File: config.mk
export PLATFORM = sky130hd
export DESIGN_NAME = vec_lane_sequencer
export DESIGN_NICKNAME = d
export VERILOG_FILES = /design/src/rtl/vec_lane_sequencer.sv
export SDC_FILE = /design/constraint.sdc
export NUM_CORES = 1
export LEC_CHECK = 0
export ABC_AREA = 1
export BUFFER_PORTS_ARGS = -buffer_cell sky130_fd_sc_hd__clkbuf_2
export CAP_MARGIN = 20
export CELL_PAD_IN_SITES_DETAIL_PLACEMENT = 1
export CELL_PAD_IN_SITES_GLOBAL_PLACEMENT = 1
export CORE_UTILIZATION = 37
export DETAILED_ROUTE_END_ITERATION = 10
export PLACE_DENSITY_LB_ADDON = 0.15
export SYNTH_ARGS = -nofsm -noshare
export SYNTH_HDL_FRONTEND = slang
export SYNTH_SLANG_ARGS = --single-unit
File: constraint.sdc
create_clock -name clk -period 2.21 [get_ports clk]
set_clock_uncertainty 0.05 [all_clocks]
set_input_delay 0.221 -clock clk [delete_from_list [all_inputs] [get_ports clk]]
set_output_delay 0.221 -clock clk [all_outputs]
set_load 0.01 [all_outputs]
File: src/rtl/vec_lane_sequencer.sv
// Vector lane sequencer: slices a registered vector instruction into 4-lane beats
// for the exec pipes, with masked tail lanes, scalar pass-through, stall and flush.
module vec_lane_sequencer #(
  parameter int unsigned LANES = 4,
  parameter int unsigned ELEMS = 16
) (
  input  logic                   clk,
  input  logic                   rst,
  input  logic                   flush,
  input  logic                   in_valid,
  output logic                   in_ready,
  input  logic                   in_is_vector,
  input  logic [4:0]             in_len,
  input  logic [15:0]            in_tag,
  input  logic [ELEMS*16-1:0]    in_a,
  input  logic [ELEMS*16-1:0]    in_b,
  input  logic [15:0]            in_sa,
  input  logic [15:0]            in_sb,
  output logic                   out_valid,
  input  logic                   out_ready,
  output logic [LANES*16-1:0]    out_a,
  output logic [LANES*16-1:0]    out_b,
  output logic [LANES-1:0]       out_mask,
  output logic [1:0]             out_beat,
  output logic                   out_last,
  output logic [15:0]            out_tag,
  output logic                   out_is_vector
);

  localparam int unsigned BW = LANES * 16;
  localparam int unsigned VW = ELEMS * 16;

  typedef enum logic {IDLE, ISSUE} state_t;

  state_t           r_state, w_state_nxt;
  logic             r_valid, w_valid_nxt;
  logic [BW-1:0]    r_out_a, w_out_a_nxt;
  logic [BW-1:0]    r_out_b, w_out_b_nxt;
  logic [LANES-1:0] r_mask, w_mask_nxt;
  logic [1:0]       r_beat, w_beat_nxt;
  logic             r_last, w_last_nxt;
  logic [15:0]      r_tag, w_tag_nxt;
  logic             r_vec, w_vec_nxt;
  logic [VW-1:0]    r_op_a, w_op_a_nxt;
  logic [VW-1:0]    r_op_b, w_op_b_nxt;
  logic [4:0]       r_len, w_len_nxt;
  logic [1:0]       r_lastb, w_lastb_nxt;

  logic             w_accept;
  logic [4:0]       w_len_eff;
  logic [1:0]       w_lastb_in;
  logic [1:0]       w_beat_inc;

  function automatic logic [BW-1:0] f_slice(input logic [VW-1:0] v, input logic [1:0] k);
    return BW'(v >> (32'(k) * BW));
  endfunction

  function automatic logic [LANES-1:0] f_mask(input logic [1:0] k, input logic [4:0] len);
    logic [LANES-1:0] m;
    m = '0;
    for (int unsigned j = 0; j < LANES; j++)
      m[j] = ((32'(k) * LANES + j) < 32'(len));
    return m;
  endfunction

  function automatic logic [1:0] f_lastb(input logic [4:0] len);
    return (len == 5'd0) ? 2'd0 : 2'((32'(len) - 1) / LANES);
  endfunction

  assign in_ready   = !rst && !flush &&
                      ((r_state == IDLE) || (r_state == ISSUE && out_ready && r_last));
  assign w_accept   = in_valid && in_ready;
  assign w_len_eff  = (in_len > 5'(ELEMS)) ? 5'(ELEMS) : in_len;
  assign w_lastb_in = f_lastb(w_len_eff);
  assign w_beat_inc = r_beat + 2'd1;

  always_comb begin
    w_state_nxt = r_state;
    w_valid_nxt = r_valid;
    w_out_a_nxt = r_out_a;
    w_out_b_nxt = r_out_b;
    w_mask_nxt  = r_mask;
    w_beat_nxt  = r_beat;
    w_last_nxt  = r_last;
    w_tag_nxt   = r_tag;
    w_vec_nxt   = r_vec;
    w_op_a_nxt  = r_op_a;
    w_op_b_nxt  = r_op_b;
    w_len_nxt   = r_len;
    w_lastb_nxt = r_lastb;
    if (flush) begin
      w_state_nxt = IDLE;
      w_valid_nxt = 1'b0;
    end else if (w_accept) begin
      // Beat 0 is built straight from the inputs so it is visible one cycle after accept.
      w_state_nxt = ISSUE;
      w_valid_nxt = 1'b1;
      w_beat_nxt  = 2'd0;
      w_tag_nxt   = in_tag;
      w_vec_nxt   = in_is_vector;
      w_op_a_nxt  = in_a;
      w_op_b_nxt  = in_b;
      w_len_nxt   = w_len_eff;
      if (in_is_vector) begin
        w_lastb_nxt = w_lastb_in;
        w_out_a_nxt = f_slice(in_a, 2'd0);
        w_out_b_nxt = f_slice(in_b, 2'd0);
        w_mask_nxt  = f_mask(2'd0, w_len_eff);
        w_last_nxt  = (w_lastb_in == 2'd0);
      end else begin
        w_lastb_nxt = 2'd0;
        w_out_a_nxt = BW'(in_sa);
        w_out_b_nxt = BW'(in_sb);
        w_mask_nxt  = LANES'(1);
        w_last_nxt  = 1'b1;
      end
    end else if (r_state == ISSUE && out_ready) begin
      if (r_last) begin
        w_state_nxt = IDLE;
        w_valid_nxt = 1'b0;
      end else begin
        w_beat_nxt  = w_beat_inc;
        w_out_a_nxt = f_slice(r_op_a, w_beat_inc);
        w_out_b_nxt = f_slice(r_op_b, w_beat_inc);
        w_mask_nxt  = f_mask(w_beat_inc, r_len);
        w_last_nxt  = (w_beat_inc == r_lastb);
      end
    end
  end

  always_ff @(posedge clk) begin
    if (rst) begin
      r_state <= IDLE;
      r_valid <= 1'b0;
      r_out_a <= '0;
      r_out_b <= '0;
      r_mask  <= '0;
      r_beat  <= '0;
      r_last  <= 1'b0;
      r_tag   <= '0;
      r_vec   <= 1'b0;
      r_op_a  <= '0;
      r_op_b  <= '0;
      r_len   <= '0;
      r_lastb <= '0;
    end else begin
      r_state <= w_state_nxt;
      r_valid <= w_valid_nxt;
      r_out_a <= w_out_a_nxt;
      r_out_b <= w_out_b_nxt;
      r_mask  <= w_mask_nxt;
      r_beat  <= w_beat_nxt;
      r_last  <= w_last_nxt;
      r_tag   <= w_tag_nxt;
      r_vec   <= w_vec_nxt;
      r_op_a  <= w_op_a_nxt;
      r_op_b  <= w_op_b_nxt;
      r_len   <= w_len_nxt;
      r_lastb <= w_lastb_nxt;
    end
  end

  assign out_valid     = r_valid;
  assign out_a         = r_out_a;
  assign out_b         = r_out_b;
  assign out_mask      = r_mask;
  assign out_beat      = r_beat;
  assign out_last      = r_last;
  assign out_tag       = r_tag;
  assign out_is_vector = r_vec;

endmodule

==> flow_metrics.tcl, run 1 <==
set metrics [dict create \
    outcome "finished, final reports clean" \
    gp_congestion 0.837 \
    cp.arrival_ns 2.60 \
    nNetsFinal 6306 \
    cts_tree "built" \
    hp-start "in_sb[15]" \
    crit_required_ns 2.66 \
    p_per_area_nw_per_um2 714 \
    r2r-end "r_op_b[164]$_SDFFE_PP0P_" \
    syn_area_um2 29900 \
    netlist.area_leader.share_pct 45.0 \
    clkPwrFrac_pct 44.9 \
    vias_per_cell 5.13 \
    post-synth-top-count-cell "nand2_1" \
    syn_inst 4611 \
    min_period_ns 2.15 \
    initial_core_util_pct 37.6 \
    drv_slew 0 \
    worstPathMaxFanout 49 \
    synth_edf_count 0 \
    dr.pass1.iters 7 \
    setup_viol_count_final 0 \
    die_w_um 286 \
    register_area_um2 13500 \
    fmax_mhz 466 \
    initialDrtViolationCount 2437 \
    critPathCaptureType "flip-flop" \
    period_share_pct 97.1 \
    placementRows 103 \
    drive_above_1_share_pct 16.4 \
    finalNonFillerCells 6908 \
    h-tree-depth 3 \
    power.switching_uw 8150 \
    place.port_buffers 724 \
    track_usage_pct 33.8 \
    synth_warnings 0 \
    pwr-share-seq_pct 41.9 \
    vias 35400 \
    drcViolationCount 0 \
    dieHeight_um 286 \
    io_pins 725 \
    finalHoldViolCount 0 \
    insertion_delay_ns 0.63 \
    core-area_um2 79400 \
    grt_start_max_net_pins 133 \
    fillers 10300 \
    final_cell_area_um2 43100 \
    area_growth_pct 44.2 \
    reg2regPathDepth 8 \
    synthesis.nets 5185 \
    dp.cells 6138 \
    clk_pin_slew_ns 0.07 \
    numClockSinks 672 \
    drtAntennaViolNets 0 \
    p_comb_share_pct 13.2 \
    maxSlewHeadroom_pct 54.7 \
    leakagePower_uw 0.0196 \
    hold_end "out_b[15]$_SDFFE_PP0P_" \
    synth.distinct_cells 23 \
    yosysTopAreaCell "dfxtp_1" \
    root_buffer "clkbuf_16" \
    critPathLaunchType "flip-flop" \
    cts_buffers 79 \
    intPower_uw 22600 \
    hold_depth 7 \
    grt_overflow_total 0 \
    yosys_most_used_dff "dfxtp_1" \
    fp.dieArea_um2 81900 \
    worstMarginPinSlew_ns 0.679 \
    antenna_found_initial 70 \
    grt_pass1_vias 37800 \
    p_sw_share_pct 26.5 \
    rrSetupSlack_ns 0.06 \
    drt_wl_total_um 144000 \
    path_class "reg -> reg" \
    hp-class "in -> reg" \
    grt_pass1_wl_um 217000 \
    synth_area_per_cell_um2 6.48 \
    maxCapViolations 0 \
    dp_hpwl_um 81700 \
    ys_seq_area_share_pct 45.0 \
    async_reset_ff_share_pct 0 \
    synth-seq-cells 672 \
    synthTopCellsByArea "dfxtp_1, nand2_1, a21oi_1" \
    place_area_um2 34500 \
    yosys-top-cells-count "nand2_1, dfxtp_1, a21oi_1" \
    post_drt_wl_per_cell_um 20.9 \
    ir_drop_mv 0.500 \
    multi_input_area_um2 13500 \
    reg2reg_from "out_last$_SDFFE_PP0P_" \
    clockBufferDepth 3 \
]
[critical path, stage by stage (launching register included)]
cell     delay (ns)
dfxtp_2        0.37
nand2_1        0.07
nand2_1        0.15
nand3_4        0.17
buf_12         0.21
inv_8          0.19
buf_12         0.28
nand2_1        0.11
a21oi_1        0.35
[power by group through the flow]
stage	clock [uW]	combinational (uW)	sequential [uW]
2_1_floorplan	0	1570	13100
3_3_place_gp	0	2940	13100
3_5_place_dp	0	2990	13100
4_1_cts	14000	3850	12900
5_1_grt	14500	4400	12900
6_report	13800	4060	12900
[final cells by class]
type	count	area share, %
antenna	67	0.389
multi-input combinational	3201	31.3
sequential	672	31.2
timing repair buffer	1367	24.2
inverter	411	3.62
clock inverter	31	1.00
tap	1050	3.05
clock buffer	109	5.24
[registers in the layout (all words and copies together), names as in the netlist, 2 cells and up]
| register | cells |
|---|---|
| out_beat | 2 |
| out_tag | 16 |
| r_op_a | 256 |
| r_len | 5 |
| out_b | 64 |
| out_a | 64 |
| r_lastb | 2 |
| r_op_b | 256 |
| out_mask | 4 |
[worst max-delay path by stage]
| stage | slack, ns | end | start | cells past startpoint |
|---|---|---|---|---|
| after global placement | 0.29 | out_b[50]$_SDFFE_PP0P_ | out_ready | 10 |
| after floorplan | 0.19 | out_mask[1]$_SDFFE_PP0P_ | out_beat[0]$_SDFFE_PP0P_ | 15 |
| final | 0.06 | r_op_b[164]$_SDFFE_PP0P_ | out_last$_SDFFE_PP0P_ | 8 |
| after detailed placement | 0.16 | out_a[24]$_SDFFE_PP0P_ | out_last$_SDFFE_PP0P_ | 9 |
| after CTS | 0.04 | out_beat[0] | out_beat[0]$_SDFFE_PP0P_ | 2 |
| after global routing | -0.11 | r_op_b[228]$_SDFFE_PP0P_ | out_last$_SDFFE_PP0P_ | 8 |
[cells by family (layout without fill, tap and decap cells)]
group                      after synthesis  count (layout)  synth area share, %
AOI/OAI and AO/OA                     1061            1061                 17.8
buffers and inverters                  738            1918                 9.98
xor gates and xnor gates                 2               2               0.0586
other                                    0              67                    0
DFF                                    672             672                 45.0
adders and majority gates                3               3                0.126
and+or+nand+nor                       2135            2135                 27.0
[what timing repair did]
item,in CTS,in global routing
setup buffers,0,3
setup endpoints to repair,0,37
hold buffers,558,0
hold endpoints to repair,656,0
gates resized for setup,0,8
[metrics by stage]
step	hold WS [ns]	setup TNS, ns	setup slack [ns]	power (uW)	util (%)
after floorplan	0.315	0	0.185	14700	-
after global placement	0.382	0	0.289	16100	43.5
after detailed placement	0.390	0	0.162	16100	43.5
after CTS	0.00193	0	0.0368	30700	53.9
after global routing	0.0485	-0.115	-0.111	31800	54.2
final	0.0302	0	0.0630	30800	54.3
[placed cells by master (no fill, tap or decap), types with 40 or more instances in the layout]
| master | count |
|---|---|
| nand2_1 | 1713 |
| a21oi_1 | 667 |
| clkbuf_2 | 723 |
| nor2_1 | 404 |
| o21ai_0 | 391 |
| clkbuf_16 | 81 |
| buf_4 | 40 |
| dfxtp_1 | 670 |
| dlygate4sd3_1 | 558 |
| diode_2 | 67 |
| inv_1 | 406 |
[metal layers]
layer | track usage (%) | share of wire [%]
met1 | 39.2 | 40
met2 | 55.6 | 47
met3 | 7.31 | 5.7
met4 | 23.5 | 6.8
met5 | 0 | 0.11
(Power assumes the default switching activity.)
==> run 2, diff against run 1 <==
==> constraint.sdc (replaced) <==
create_clock -name clk -period 2.21 [get_ports clk]
set_clock_uncertainty 0.05 [all_clocks]
set_input_delay 0.3315 -clock clk [delete_from_list [all_inputs] [get_ports clk]]
set_output_delay 0.3315 -clock clk [all_outputs]
set_load 0.01 [all_outputs]
==> run 2 against run 1 <==
First-iteration DRC count fell by 4.3%; combinational power fell by 2%; die area unchanged; critical path type unchanged; clock power about the same; flip-flop and latch count stayed put.
==> flow_metrics.tcl, run 2 (same netlist as run 1, synthesis figures left out) <==
set metrics [dict create \
    outcome "finished, final reports clean" \
    pwr-share-seq_pct 42.4 \
    grt_pass1_wl_um 210000 \
    grt_overflow_total 0 \
    worstMarginPinSlew_ns 0.662 \
    path_class "reg -> reg" \
    gp_congestion 0.847 \
    tns_ns 0 \
    critPathCaptureType "flip-flop" \
    final_cell_area_um2 42500 \
    worstPathMaxFanout 62 \
    fmax_mhz 473 \
    finalNonFillerCells 6828 \
    drtAntennaViolNets 0 \
    intPower_uw 22400 \
    dr.pass1.iters 5 \
    placementRows 103 \
    critPathLaunchType "flip-flop" \
    p_comb_share_pct 13.1 \
    io_pins 725 \
    track_usage_pct 32.7 \
    setup_viol_count_final 0 \
    ir_drop_mv 0.483 \
    nNetsFinal 6237 \
    most-common-layout-cells "nand2_1, clkbuf_2, dfxtp_1, a21oi_1, dlygate4sd3_1" \
    cts_tree "built" \
    crit_required_ns 2.65 \
    vias 35000 \
    maxSlewHeadroom_pct 55.8 \
    cp.arrival_ns 2.55 \
    min_period_ns 2.11 \
    antenna_found_initial 57 \
    cp_common_cell "nor2_1" \
    cpMaxStageDelayCell "dfxtp_2" \
    drt_wl_total_um 142000 \
    maxCapViolations 0 \
    clkPwrFrac_pct 44.6 \
    area_growth_pct 42.3 \
    period_share_pct 95.6 \
    power.switching_uw 8010 \
    finalWorstSetupSlack_ns 0.0980 \
    numClockSinks 672 \
    h-tree-depth 3 \
    drive_above_1_share_pct 16.5 \
    reg2reg_from "out_last$_SDFFE_PP0P_" \
    place_ws_ns 0.0350 \
    fp.dieArea_um2 81900 \
    post_drt_wl_per_cell_um 20.7 \
    final_common_cell "nand2_1" \
    core-area_um2 79400 \
    finalHoldViolCount 0 \
    worstPathCellList "nand2_1, nand2_2, nand3_4, a21oi_4, nand2_8, buf_16, nor2_1, nor2_1" \
    p_per_area_nw_per_um2 716 \
    grt_start_max_net_pins 143 \
    root_buffer "clkbuf_16" \
    insertion_delay_ns 0.61 \
    vias_per_cell 5.12 \
    clockBufferDepth 3 \
    drv_slew 0 \
    cts_buffers 78 \
    slowest_delay_ns 0.39 \
    startpoint "out_last$_SDFFE_PP0P_" \
    place_area_um2 34600 \
    clk_pin_slew_ns 0.07 \
    dp_hpwl_um 80100 \
    dieHeight_um 286 \
    p_sw_share_pct 26.3 \
    initialDrtViolationCount 2331 \
    power_uw 30400 \
    dp.cells 6131 \
    top_regs "r_op_a (256), r_op_b (256)" \
    leakagePower_uw 0.0194 \
    hp-start "in_b[222]" \
    hp-class "in -> reg" \
    grt_pass1_vias 36300 \
    drcViolationCount 0 \
    initial_core_util_pct 37.6 \
    place.port_buffers 724 \
    die_w_um 286 \
]
-- run 2: timing repair --
| action | 4_1_cts | 5_1_grt |
|---|---|---|
| buffers inserted | 0 | 2 |
| setup endpoints to repair | 1 | 183 |
| hold endpoints to repair | 529 | 0 |
| pin swaps | 0 | 2 |
| resized for setup | 1 | 11 |
| hold buffers | 495 | 0 |
| gates cloned | 0 | 5 |
-- run 2: layer usage --
metal / share of wire [%] / global-route usage (%) / vias up / routed length (um)
met2: 47 / 53.5 / 1347 / 66200
met5: 0.11 / 0 / - / 149
met3: 5.9 / 6.42 / 531 / 8390
met4: 6.4 / 20.7 / 22 / 9000
met1: 41 / 39.3 / 16600 / 57700
li1: - / - / 16500 / -
-- run 2: power by group through the flow --
stage	clock, uW	combinational, uW	sequential (uW)
floorplan	0	1570	13100
global placement	0	2950	13100
detailed placement	0	3000	13100
CTS	13700	3770	12900
global route	14200	4320	12900
finish	13600	3980	12900
-- run 2: cell type report --
cell class / count / area [um2]
Fill cell: 10400 / 36900
Multi-Input combinational cell: 3201 / 13500
Sequential cell: 672 / 13500
Timing Repair Buffer: 1299 / 9900
Clock buffer: 125 / 2420
Inverter: 411 / 1560
Tap cell: 1050 / 1310
Clock inverter: 18 / 240
Antenna cell: 52 / 130
-- run 2: critical path, delay by kind of cell (launching register included) --
family / cells / cell delay, ns
AND/OR/NAND/NOR: 6 / 0.91
flip-flops: 1 / 0.39
buffers and inverters: 1 / 0.24
AO/OA/AOI/OAI: 1 / 0.32
-- run 2: stage by stage --
| step | hold WS [ns] | utilization [%] |
|---|---|---|
| final | 0.0251 | 53.5 |
| after detailed placement | 0.389 | 43.5 |
| after CTS | 0.00430 | 53.1 |
| after global routing | 0.00984 | 53.5 |
| after global placement | 0.382 | 43.5 |
| after floorplan | 0.374 | - |
-- run 2: worst paths after layout --
path                            depth (start not counted)                        to  slack (ns)
worst max register to register                          8    out_b[37]$_SDFFE_PP0P_         0.1
worst max-delay path                                    8    out_b[37]$_SDFFE_PP0P_         0.1
worst min-delay path                                    3  r_op_b[222]$_SDFFE_PP0P_        0.03
worst min register to register                          2  r_op_a[141]$_SDFFE_PP0P_        0.40
